File: config.mk
export PLATFORM = sky130hd
export DESIGN_NAME = psum_requant_packer
export DESIGN_NICKNAME = d
export VERILOG_FILES = /design/src/rtl/psum_requant_packer.sv
export SDC_FILE = /design/constraint.sdc
export NUM_CORES = 1
export LEC_CHECK = 0
export CAP_MARGIN = 15
export CORE_UTILIZATION = 35
export CTS_BUF_LIST = sky130_fd_sc_hd__clkbuf_8
export DETAILED_ROUTE_END_ITERATION = 10
export PLACE_DENSITY = 0.62
export SLEW_MARGIN = 0
export SYNTH_ARGS = -nofsm -noshare
export SYNTH_HDL_FRONTEND = slang
export SYNTH_SLANG_ARGS = --single-unit
File: constraint.sdc
create_clock -name clk -period 6.55 [get_ports clk]
set_input_delay 0.9825 -clock clk [delete_from_list [all_inputs] [get_ports clk]]
set_output_delay 0.9825 -clock clk [all_outputs]
set_load 0.1 [all_outputs]
File: src/rtl/psum_requant_packer.sv
// Requantises 32-bit accumulator beats to int8 and packs them into words.
// Two-stage arithmetic pipeline, lane packer and first-word-fall-through FIFO.
module psum_requant_packer #(
  parameter int ACC_W      = 32,
  parameter int PACK       = 4,
  parameter int FIFO_DEPTH = 8,
  parameter int SHIFT_W    = 5,
  localparam int OUT_W     = 8 * PACK,
  localparam int LVL_W     = $clog2(FIFO_DEPTH + 1)
) (
  input  logic               clk,
  input  logic               rst_n,
  input  logic               in_valid,
  input  logic [ACC_W-1:0]   in_data,
  input  logic               in_last,
  output logic               in_ready,
  input  logic [ACC_W-1:0]   cfg_bias,
  input  logic [SHIFT_W-1:0] cfg_shift,
  input  logic               cfg_relu,
  output logic               out_valid,
  output logic [OUT_W-1:0]   out_data,
  output logic [PACK-1:0]    out_keep,
  output logic               out_last,
  input  logic               out_ready,
  output logic [LVL_W-1:0]   fifo_level,
  output logic [15:0]        sat_cnt
);

  localparam int SUM_W = ACC_W + 2;
  localparam int PTR_W = (FIFO_DEPTH > 1) ? $clog2(FIFO_DEPTH) : 1;
  localparam int IDX_W = (PACK > 1) ? $clog2(PACK) : 1;
  localparam logic signed [SUM_W-1:0] MAX8 = 127;
  localparam logic signed [SUM_W-1:0] MIN8 = -128;

  typedef struct packed {
    logic [OUT_W-1:0] data;
    logic [PACK-1:0]  keep;
    logic             last;
  } ent_t;

  logic acc;
  logic s1_valid, s1_relu, s1_last;
  logic signed [SUM_W-1:0] s1_sum;
  logic [SHIFT_W-1:0] s1_shift;
  logic s2_valid, s2_last;
  logic [7:0] s2_byte;
  logic signed [SUM_W-1:0] rnd, shf;
  logic [7:0] q;
  logic sat;
  logic [OUT_W-1:0] pack_data, word_n;
  logic [PACK-1:0] pack_keep, keep_n;
  logic [IDX_W-1:0] pack_idx;
  logic push, pop;
  ent_t mem [FIFO_DEPTH];
  ent_t head;
  logic [PTR_W-1:0] wr_ptr, rd_ptr;

  // Registered level only: no combinational path from out_ready.
  assign in_ready = fifo_level <= LVL_W'(FIFO_DEPTH - 3);
  assign acc      = in_valid & in_ready;

  always_ff @(posedge clk or negedge rst_n) begin
    if (!rst_n) begin
      s1_valid <= 1'b0;
      s1_sum   <= '0;
      s1_shift <= '0;
      s1_relu  <= 1'b0;
      s1_last  <= 1'b0;
    end else begin
      s1_valid <= acc;
      if (acc) begin
        s1_sum   <= {{2{in_data[ACC_W-1]}}, in_data}
                  + {{2{cfg_bias[ACC_W-1]}}, cfg_bias};
        s1_shift <= cfg_shift;
        s1_relu  <= cfg_relu;
        s1_last  <= in_last;
      end
    end
  end

  always_comb begin
    rnd = '0;
    if (s1_shift != '0)
      rnd = SUM_W'(1) << (s1_shift - SHIFT_W'(1));
    shf = (s1_sum + rnd) >>> s1_shift;
    if (s1_relu && shf < 0)
      shf = '0;
    q   = shf[7:0];
    sat = 1'b0;
    unique case (1'b1)
      (shf > MAX8): begin q = 8'h7F; sat = 1'b1; end
      (shf < MIN8): begin q = 8'h80; sat = 1'b1; end
      default: ;
    endcase
  end

  always_ff @(posedge clk or negedge rst_n) begin
    if (!rst_n) begin
      s2_valid <= 1'b0;
      s2_byte  <= '0;
      s2_last  <= 1'b0;
      sat_cnt  <= '0;
    end else begin
      s2_valid <= s1_valid;
      if (s1_valid) begin
        s2_byte <= q;
        s2_last <= s1_last;
        if (sat && sat_cnt != 16'hFFFF)
          sat_cnt <= sat_cnt + 16'd1;
      end
    end
  end

  always_comb begin
    word_n = pack_data;
    keep_n = pack_keep;
    word_n[8*pack_idx +: 8] = s2_byte;
    keep_n[pack_idx] = 1'b1;
    push = s2_valid &&
           (pack_idx == IDX_W'(PACK - 1) || s2_last);
  end

  assign out_valid = fifo_level != '0;
  assign pop       = out_valid & out_ready;
  assign head      = mem[rd_ptr];
  assign out_data  = out_valid ? head.data : '0;
  assign out_keep  = out_valid ? head.keep : '0;
  assign out_last  = out_valid & head.last;

  always_ff @(posedge clk or negedge rst_n) begin
    if (!rst_n) begin
      pack_data  <= '0;
      pack_keep  <= '0;
      pack_idx   <= '0;
      wr_ptr     <= '0;
      rd_ptr     <= '0;
      fifo_level <= '0;
      for (int i = 0; i < FIFO_DEPTH; i++)
        mem[i] <= '0;
    end else begin
      if (s2_valid) begin
        if (push) begin
          pack_data <= '0;
          pack_keep <= '0;
          pack_idx  <= '0;
        end else begin
          pack_data <= word_n;
          pack_keep <= keep_n;
          pack_idx  <= pack_idx + IDX_W'(1);
        end
      end
      if (push) begin
        mem[wr_ptr] <= '{data: word_n, keep: keep_n,
                         last: s2_last};
        wr_ptr <= (wr_ptr == PTR_W'(FIFO_DEPTH - 1))
                ? '0 : wr_ptr + PTR_W'(1);
      end
      if (pop)
        rd_ptr <= (rd_ptr == PTR_W'(FIFO_DEPTH - 1))
                ? '0 : rd_ptr + PTR_W'(1);
      unique case ({push, pop})
        2'b10:   fifo_level <= fifo_level + LVL_W'(1);
        2'b01:   fifo_level <= fifo_level - LVL_W'(1);
        default: ;
      endcase
    end
  end

endmodule

Yosys cells after proc, flatten, opt, wreduce, memory -nomap -nowiden --
Index checks and enable logic that the tools add are counted.
Storage, ports and cells: bits of input ports 75, bits in writable memories 0, bits in latches 0, bits in read-only memories 0, memories 0, word-level logic and storage cells 106, register bits 412, output and inout port bits 59
Operators by class: add/subtract/negate cells 10, equal/unequal tests 6, bitwise gates (word level) 6, shifts and indexed selects 4, multiplexer cells 21, div/mod/pow operators 0, $mul 0, reduce and logical (&&, ||, !) cells 11, order comparisons 9
Operator list (count):
- $bwmux W296 | 1
- $bmux W37 S3 | 1
- $demux W37 S3 | 1
- $mux W37 | 3
- $mux W34 | 2
- $mux W32 | 2
- $add A34 B34 Y34 | 1
- $gt A34 B8 Y1 const B | 1
- $lt A34 B1 Y1 const B | 1
- $lt A34 B8 Y1 const B | 1
- $neg A5 Y34 | 1
- $shift A8 B34 Y32 const A | 1
- $shiftx A8 B34 Y32 | 1
- $shl A1 B5 Y34 const A | 1
- $sshr A34 B5 Y34 | 1
- $add A32 B32 Y33 | 1
- $bwmux W32 | 1
- $add A16 B1 Y16 const B | 1
- $ne A16 B16 Y1 const B | 1
- $pmux W8 S2 | 1
- $ge A4 B4 Y1 const B | 2
- $mux W4 | 2
- $not A3 Y4 | 2
- $pmux W4 S2 | 1
- other kinds (25) | 36

Longest topological paths before layout --
Gate-level depths: netlist of run 1.
depth after elaboration 13, gate-level depth with buffers 25, mapped depth without buffers 21

Worst setup path after synthesis of run 1 --
OpenSTA, ideal clock, no wires.
path kind reg2reg, from register s1_shift[2], to register sat_cnt[1], period minus slack after synthesis 5469 ps, library setup time 126 ps, data arrival time 5343 ps, path buffers 3, path slack 1081 ps, data required time 6424 ps, stages on the path, launching flop included 23, cells stage by stage dfrtp_1 -> inv_1 -> clkbuf_1 -> buf_1 -> clkbuf_1 -> nand2_1 -> nor2_1 -> ha_1 -> a21o_1 -> a21oi_1 -> o21ai_0 -> a221o_1 -> a31oi_4 -> mux2i_2 -> nand2_1 -> o21ai_0 -> mux2i_1 -> mux4_2 -> nor4_1 -> and4_1 -> a21boi_2 -> o21ai_1 -> mux2_2
On the way: word-level cells in the longest chain between the ends 13, elaborated cells between the ends (all ways) 15, those cells by class 2 x add/sub; 3 x order compare; 2 x shift; 3 x mux; 5 x reduce/logical
Ends and longest elaborated chain:
- from (decl) | line 44 | logic [SHIFT_W-1:0] s1_shift;
- from (signal assigned) | line 74 | s1_shift <= cfg_shift;
- $sub A5 B1 Y5 | line 84 | rnd = SUM_W'(1) << (s1_shift - SHIFT_W'(1));
- $shl A1 B5 Y34 | line 84
- $mux W34 | line 83 | if (s1_shift != '0)
- $add A34 B34 Y34 | line 85 | shf = (s1_sum + rnd) >>> s1_shift;
- $sshr A34 B5 Y34 (*) | line 85
- $lt A34 B1 Y1 | line 86 | if (s1_relu && shf < 0)
- $logic_and A1 B1 Y1 | line 86
- $mux W34 (*) | line 86
- $gt A34 B8 Y1 or $lt A34 B8 Y1 (tied branches) | line 91, 92
- $reduce_or A2 Y1 (no source line) (*)
- $mux W1 (*) | line 90 | unique case (1'b1)
- $logic_and A1 B1 Y1 (*) | line 108 | if (sat && sat_cnt != 16'hFFFF)
- $reduce_and A2 Y1 (no source line) (*)
- to (signal assigned) | line 109 | sat_cnt <= sat_cnt + 16'd1;
- to (decl) | line 26 | output logic [15:0] sat_cnt
Every way passes the cells marked *; elsewhere a longest branch is shown, timed or not. A chain may end at the register's enable or synchronous reset.

Final worst setup path of run 1 --
from register s1_shift[0], to register sat_cnt[1]
The elaborated chain is that of the path after synthesis.

==> results by stage, run 1 <==
Run status:
- The run finished with clean final reports.

Floorplanning:
- After floorplanning, the core was divided into between 90 and 100 placement rows.
- The initial core utilization is between 30% and 40%.
- The placeable core area is 0.0686 sq mm.
- The top-level I/O count is roughly 130.
- Measured along the y axis, the die boundary spans about 270 um.
- Measured along the x axis, the die boundary spans about 270 um.
- The area of the die is 0.0703 sq mm.

Setup path:
- In this design, the stage delay of the slowest critical-path cell is 0.64 ns.
- The launching point of the worst reg2reg path is s1_shift[0].
- The worst setup path is launched from a flop.
- In this run the worst path has a maximum fanout of 15.
- The flop-to-flop setup slack is 0.25 ns.
- The data arrival time at the worst-slack endpoint is approximately 6.8 ns.
- The destination of the worst register-to-register timing path is sat_cnt[1].
- Traced cell by cell, the critical path runs through inv_1 > nand2_1 > buf_4 > nor2_1 > ha_1 > o211ai_1 > a21oi_2 > o21ai_2 > a211oi_2 > a31oi_4 > xnor2_1 > o22ai_1 > nor3_2 > mux2i_1 > mux4_2 > nor4_1 > and4_1 > a21boi_4 > o21ai_1 > mux2_2.
- The slowest library cell on the worst path is dfrtp_1.
- The critical path capture point type is a flop.
- The number of cells on the worst reg-to-reg path is 20.
- The required time reported for the critical path endpoint is 7.07 ns.
- The critical path in this run is classified as flop to flop.

Routing:
- The detailed-route wire length is between 60 and 70 mm.
- The wire length per cell is between 15 and 20 um.
- The DRC marker count from the first detailed-route iteration is about 1700.
- The post-route DRC violation count is 0.
- The count of nets left with antenna violations once routing finished came out at 0.
- The total via count after detailed routing is just over 20000.
- The total iterations of the first detailed-routing run is 5.
- The mean number of vias per cell is ~5.5.

Clock tree:
- The hold-fix buffer count after cts is 0.
- The post-CTS setup-driven buffer insertion count is 0.
- In this run the clock root is driven by a clkbuf_8.
- The longest clock path from root to sink contains 3 buffers.
- Gates resized during post-CTS repair numbered 0.
- The number of sinks on the clock net is 411.
- The clock latency reported for the late side of the worst-skew pair is between 0.6 and 0.7 ns.
- TritonCTS built the clock tree.
- CTS built an H-tree with a depth of 3.
- The number of clock buffers inserted by TritonCTS is between 70 and 80.
- The clock transition time at the flip-flop clock pins of the worst setup and hold paths is 0.06 ns.

STA:
- The number of failing hold endpoints at the final stage was 0.
- The final setup TNS is 0 ns.
- Setup violations remaining at the end of the flow were counted as 0.
- The clock period could shrink to ~6.3 ns.
- The relative max-transition margin is 20.2%.
- The number of slew-limit violations in the final report is 0.
- The highest clock rate is ~160 MHz.
- In the finished design, the share of the clock period the worst path needs comes to 96.3%.
- The measured slew at the worst slew-check pin is roughly 1.2 ns.
- Clock skew on the completed layout was measured at 0.0377 ns.

GRT:
- The total grt overflow is 0.
- The number of antenna violations at the first check in global routing is 1.
- The aggregate global-route resource usage is between 10% and 20%.
- The first global-routing pass estimated 109 mm of wire.
- The pin count of the biggest net entering global routing is 160.
- The via count of the first global-routing pass was approximately 20000.

Power and ir drop:
- Power comes to approximately 0.015 W.
- Power spread over the standard cell area amounts to around 530 mW/mm^2.
- The peak supply drop is 0.000521 V.
- The reported leakage power is 12.1 nW.

Place:
- Once detailed placement completed, the half-perimeter wirelength came to ~46 mm.
- The number of port buffers is ~130.
- The cell count after placement is about 3500.
- At the end of routability-driven placement, the weighted congestion stood at around 0.94.

Finish:
- After the flow finishes, the layout carries non-filler instances totaling between 3000 and 4000.
- Cells fill 40.9% of the core in the end.
- Summing all flip-flop and latch instances after layout gives 0.0103 sq mm.
- The area growth from synthesis to layout is 15.8%.
- The fraction of layout cells with a size suffix above 1 is around an eighth.
- The final layout contains about 2800 nets.
- The area of the multi-input gates is about 0.013 sq mm.
- Counting the fill cells in the layout gives 6670.

Synth:
- The proportion of synthesized chip area in sequential cells is ~42%.
- The average size of a mapped cell is 9.40 sq um.
- The library cell occupying the most area in the post-synthesis netlist is dfrtp_1.
- Summed over its instances, the top area cell type makes up a little over two fifths of the synthesized netlist area.
- The synthesized area is around 0.024 sq mm.
- Of all flip-flops after synthesis, the portion carrying an async set or reset was 100%.
- The gate count after technology mapping is around 2600.
- By area the synthesized netlist is led by dfrtp_1, mux4_2, nor2_1.
- The total number of yosys warnings is 0.
- The synthesized design contains 0 enable-type register cells.
- The most used flip-flop cell after synthesis is dfrtp_1.
- After synthesis the netlist holds a flip-flop and latch count of about 410.
- Counting every net in the synthesized netlist gives 2736.
- The number of unique standard cell types used by synthesis is between 90 and 100.

Hold path:
- The worst hold path belongs to the class input port to async pin.

Run:
- The tool flagged a number of max-cap violations equal to 0.
==> registers in the layout (all words and copies together) (netlist names), 4 cells and up <==
signal      flops
s1_sum         33
pack_data      32
s2_byte         8
mem           296
pack_keep       4
s1_shift        5
sat_cnt        16
fifo_level      4
==> cells in the final DEF, fill, tap and decap left out, types with 10 or more instances in the layout <==
cell	instances
a211oi_1	24
a21o_1	34
a21oi_1	238
a2bb2oi_1	35
a31oi_1	15
and2_1	11
and3_1	19
buf_4	51
clkbuf_8	92
clkdlybuf4s50_1	132
clkinv_2	11
dfrtp_1	408
ha_1	80
inv_1	85
mux2_2	25
mux2i_1	76
mux4_2	81
nand2_1	295
nand2b_1	12
nand3_1	27
nand4_1	15
nor2_1	320
nor2b_1	11
nor3_1	33
o2111ai_1	10
o211ai_1	21
o21a_1	14
o21ai_0	228
o21ai_1	14
o22a_1	10
o22ai_1	38
xnor2_1	46
xor2_1	19
==> layer usage <==
| layer | GRT usage, % | up-vias | wire, um |
|---|---|---|---|
| li1 | - | 9535 | - |
| met1 | 24.8 | 9951 | 29300 |
| met2 | 33.0 | 638 | 33000 |
| met3 | 2.95 | 148 | 3400 |
| met4 | 6.75 | 0 | 2110 |
| met5 | 0 | - | 0 |
==> cells by family after synthesis <==
group                      count (synthesis)  share of synthesized area [%]
and+or+nand+nor                          804                           14.5
AOI/OAI and AO/OA                        789                           20.4
DFF                                      411                           42.4
buffers and inverters                    240                           3.91
muxes                                    183                           11.9
adders and majority gates                 83                           4.38
xor gates and xnor gates                  67                           2.45
other                                      1                         0.0155
==> where the power goes <==
| group | internal, W | switching, W |
|---|---|---|
| clock | 0.00128 | 0.00111 |
| combinational | 0.00299 | 0.00537 |
| sequential | 0.00334 | 0.000755 |
==> cells in the mapped netlist (21+ instances only) <==
master,n
a211oi_1,25
mux4_2,81
nand2_1,298
mux2i_1,76
o22ai_1,38
nor2_1,320
ha_1,80
a2bb2oi_1,35
nand3_1,28
a21oi_1,238
xnor2_1,47
mux2_2,25
nor3_1,34
o21ai_0,228
inv_1,68
a21o_1,34
o211ai_1,21
clkbuf_1,134
dfrtp_1,411
==> through the flow <==
step	hold slack (ns)	area [sq um]	setup slack, ns
finish	0.464	28100	0.245
CTS	0.479	28000	0.155
detailed placement	0.466	26600	0.216
floorplan	0.373	24200	1.08
global placement	0.456	26600	0.239
global route	0.497	28100	-0.00598
==> critical path, delay by kind of cell (launching register included) <==
| family | cells | cell delay [ns] |
|---|---|---|
| AO/OA/AOI/OAI | 8 | 2.00 |
| adder cells (fa/ha/maj) | 1 | 0.39 |
| buffers and inverters | 2 | 0.40 |
| AND/OR/NAND/NOR | 5 | 1.24 |
| XOR/XNOR | 1 | 0.39 |
| multiplexers | 3 | 1.10 |
| flip-flops | 1 | 0.64 |
==> area by class of cell <==
type                            instances  area share (%)
Antenna cell                            2          0.0178
Clock buffer                           92            4.51
Multi-Input combinational cell       1927            46.7
Inverter                               71           0.950
Sequential cell                       411            36.7
Clock inverter                         35           0.696
Tap cell                              931            4.15
Timing Repair Buffer                  187            6.34
==> worst max path at each step <==
stage | cells past startpoint | start | end
floorplan | 22 | s1_shift[2] | sat_cnt[1]
global placement | 18 | s1_shift[0] | sat_cnt[1]
detailed placement | 20 | s1_shift[0] | sat_cnt[1]
CTS | 20 | s1_shift[0] | sat_cnt[1]
global route | 21 | s1_shift[0] | sat_cnt[1]
finish | 20 | s1_shift[0] | sat_cnt[1]
No activity file was read; power rests on OpenSTA's default activity.
==> run 2: changes to the inputs <==
CTS_CLUSTER_DIAMETER = 40   (was not set)
MAX_ROUTING_LAYER = met4   (was not set)
==> run 2 against run 1 <==
  * Core utilization grew 0.35 points
  * Power grew 2.8%
  * First-iteration DRC count fell by 25%
  * Die area unchanged
  * Non-clock buffer count is 3 lower
  * Critical endpoint unchanged
==> results by stage, run 2 (synthesis results as in run 1) <==
Finish:
- The number of fill cells is 6617 (-0.79%).
- The sequential cell area in the final layout came to 0.0103 sq mm (unchanged).
- The utilization after layout was 41.3% (+0.35 points).
- The number of flip-flops under the largest register name is 296 (unchanged).
- The register bank with the most flops is mem.
- The area of the multi-input gates is 0.0131 sq mm (-0.24%).
- The most common cell after layout, fill and taps aside is dfrtp_1.
- The fraction of layout cells with a size suffix above 1 was 12.5% (+0.097 points).
- The area growth from synthesis to final layout is 16.8%.
- The largest registers in the layout are mem (296), s1_sum (33), pack_data (32).
- In the layout the commonest cells are dfrtp_1, nor2_1, nand2_1, a21oi_1, o21ai_0.
- The final net count is 2832 (+0.11%).

Setup path:
- The slowest library cell on the worst path is xnor2_1.
- The critical path capture point type is a flop.
- The required time reported for the critical path endpoint is 7.08 ns (about the same).
- STA classifies the critical path startpoint as a flop.
- The number of cell instances on the worst register-to-register path is 22 (+10%).
- The number of buffers and inverters on the critical path came to 3 (+1).
- Walking the worst path, the cells encountered are inv_1 > nand2_1 > nor2_1 > ha_1 > inv_1 > fa_1 > nand2b_1 > a21oi_2 > o21ai_2 > a211oi_2 > buf_4 > a21oi_1 > xnor2_1 > a222oi_1 > a2bb2oi_2 > a221oi_1 > a211oi_2 > nand4_1 > nor4_2 > a21oi_4 > o21ai_1 > mux2_2.
- The data arrival time at the worst-slack endpoint is 6.64 ns (-0.18 ns).
- The delay of the slowest critical-path stage is 0.59 ns (-0.05 ns).
- In this run the critical register-to-register path is captured at sat_cnt[1].
- The flop-to-flop setup slack came to 0.44 ns (+0.19 ns).
- The startpoint identified for the worst register-to-register timing path is s1_shift[4].
- The family with the most delay on the worst path is compound AO/OA/AOI/OAI gates.
- By startpoint and endpoint, the worst setup path is classified as flop to flop.
- The maximum net fanout on the critical path is 16 (+1).

STA:
- The final setup TNS is 0 ns (unchanged).
- The minimum clock period after layout was 6.11 ns (-0.194 ns).
- The portion of the clock cycle consumed by the worst path in the final layout is 93.3% (-3.0 points).
- The number of slew-limit violations in the final report is 0 (unchanged).
- The worst-case clock skew came to 0.0378 ns (+0.000156 ns).
- The highest clock rate is 164 MHz (+3.2%).
- Setup repair after global routing left no endpoint under its margin.
- The number of failing hold endpoints at the final stage is 0 (unchanged).
- The measured slew at the worst slew-check pin came to 1.08 ns (-0.110 ns).
- The post-layout worst setup margin is 0.439 ns (+0.194 ns).
- The relative max-transition margin is 27.5% (+7.3 points).
- The setup-violating endpoint count in the final report is 0 (unchanged).
- The final-layout worst hold slack is 0.473 ns (+0.00949 ns).

Clock tree:
- Clock tree synthesis selected as its root buffer the cell clkbuf_8.
- The post-CTS setup-driven buffer insertion count was 0 (unchanged).
- The H-tree depth is 3 (unchanged).
- The clock latency reported for the late side of the worst-skew pair is 0.67 ns (about the same).
- The number of sinks on the clock net is 411 (unchanged).
- The clock transition time at the flip-flop clock pins of the worst setup and hold paths is 0.05 ns (about the same).
- The clock tree buffer depth came to 3 (unchanged).
- The number of clock buffers inserted by TritonCTS is 79 (+8.2%).
- TritonCTS built the clock tree.

GRT:
- The aggregate global-route resource usage was 20.2% (+0.85 points).
- The number of antenna violations at the first check in global routing is 1 (unchanged).
- The total grt overflow is 0 (unchanged).
- The pin count of the biggest net entering global routing is 150 (-6.3%).
- The via count of the first global-routing pass was 20300 (+0.20%).
- The first-pass GRT wire length is 110 mm (+1.0%).

Run:
- The number of max-capacitance violations reported is 0 (unchanged).

Floorplanning:
- The area of the die came to 0.0703 sq mm (unchanged).
- The top-level I/O count is 134 (unchanged).
- The chip height came to 265 um (unchanged).
- The die outline width came to 265 um (unchanged).
- The placeable core area came to 0.0686 sq mm (unchanged).
- The initial core utilization is 35.3% (unchanged).
- The site row count is 96 (unchanged).

Run status:
- The flow ran to the end, and the final reports show no timing, DRC or antenna violations.

Routing:
- The mean number of vias per cell is 5.55 (about the same).
- The DRC marker count from the first detailed-route iteration is 1293 (-25%).
- The wire length per cell is 18.8 um (+1.3%).
- The total iterations of the first detailed-routing run is 5 (unchanged).
- The met3 routed wirelength is 3.46 mm (+1.9%).
- The detailed-route wire length is 68.9 mm (+1.5%).
- The total via count after detailed routing is 20300 (+0.28%).
- The post-route met1 wirelength is 29.5 mm (+0.55%).
- The highest layer touched by signal routing is met4.
- The met2 layer wire length in the routed design is 34.1 mm (+3.3%).
- The post-route DRC violation count is 0 (unchanged).
- The number of antenna-violating nets in the routed design was 0 (unchanged).

Power and ir drop:
- The portion of total power attributed to the clock network was 18.2% (+2.1 points).
- The overall power of the completed layout was 0.0153 W (+2.8%).
- The power density over the cells is 539 mW/mm^2 (+1.9%).
- The sequential fraction of design power is 26.7% (-0.9 points).
- The reported leakage power is 12.2 nW (+0.95%).
- The proportion of power drawn by combinational gates is 55.1% (-1.2 points).
- The peak supply drop was 0.000408 V (-22%).
- The switching component of the power is 0.00732 W (+1.2%).
- The switching fraction of total power is 48.0% (-0.73 points).
- The cell-internal power was 0.00793 W (+4.2%).

Place:
- The weighted congestion reported at the end of routability-driven placement is 0.957 (+2.4%).
- The pre-CTS setup slack is 0.231 ns (+0.0154 ns).
- The post-detailed-placement half-perimeter wirelength is 46.0 mm (+1.2%).
- The number of port buffers is 133 (unchanged).

Hold path:
- The type of the tightest min-delay check is input port to async pin.
[run 2: cell type report]
| cell class | count | area share, % |
|---|---|---|
| Clock buffer | 96 | 4.67 |
| Timing Repair Buffer | 184 | 6.23 |
| Sequential cell | 411 | 36.4 |
| Multi-Input combinational cell | 1927 | 46.2 |
| Inverter | 71 | 0.942 |
| Clock inverter | 45 | 1.51 |
| Antenna cell | 1 | 0.00884 |
| Tap cell | 931 | 4.12 |
[run 2: through the flow]
stage	cells	instance area, sq um
floorplan	2578	24200
finish	3666	28300
detailed placement	3523	26500
global route	3666	28300
global placement	3523	26500
CTS	3664	28300
[run 2: timing repair]
action	in CTS	in global routing
hold endpoints to repair	0	0
hold buffers	0	0
gates resized for setup	0	2
setup endpoints to repair	0	13
[run 2: power by group through the flow]
| stage | registers (W) | logic (W) | clock network, W |
|---|---|---|---|
| global route | 0.00419 | 0.00904 | 0.00296 |
| global placement | 0.00407 | 0.00825 | 0 |
| finish | 0.00408 | 0.00841 | 0.00277 |
| floorplan | 0.00390 | 0.00622 | 0 |
| CTS | 0.00409 | 0.00836 | 0.00284 |
| detailed placement | 0.00413 | 0.00833 | 0 |
[run 2: layer usage]
metal	vias to the layer above	GRT usage (%)
met3	145	3.26
met2	614	33.8
met4	0	6.42
met5	-	-
met1	10000	24.9
li1	9530	-
[run 2: worst max-delay path by stage]
stage	start	end	cells past startpoint
floorplan	s1_shift[2]	sat_cnt[1]	22
global placement	s1_shift[4]	sat_cnt[1]	22
detailed placement	s1_shift[4]	sat_cnt[1]	22
CTS	s1_shift[4]	sat_cnt[1]	22
global route	s1_shift[4]	sat_cnt[1]	22
finish	s1_shift[4]	sat_cnt[1]	22
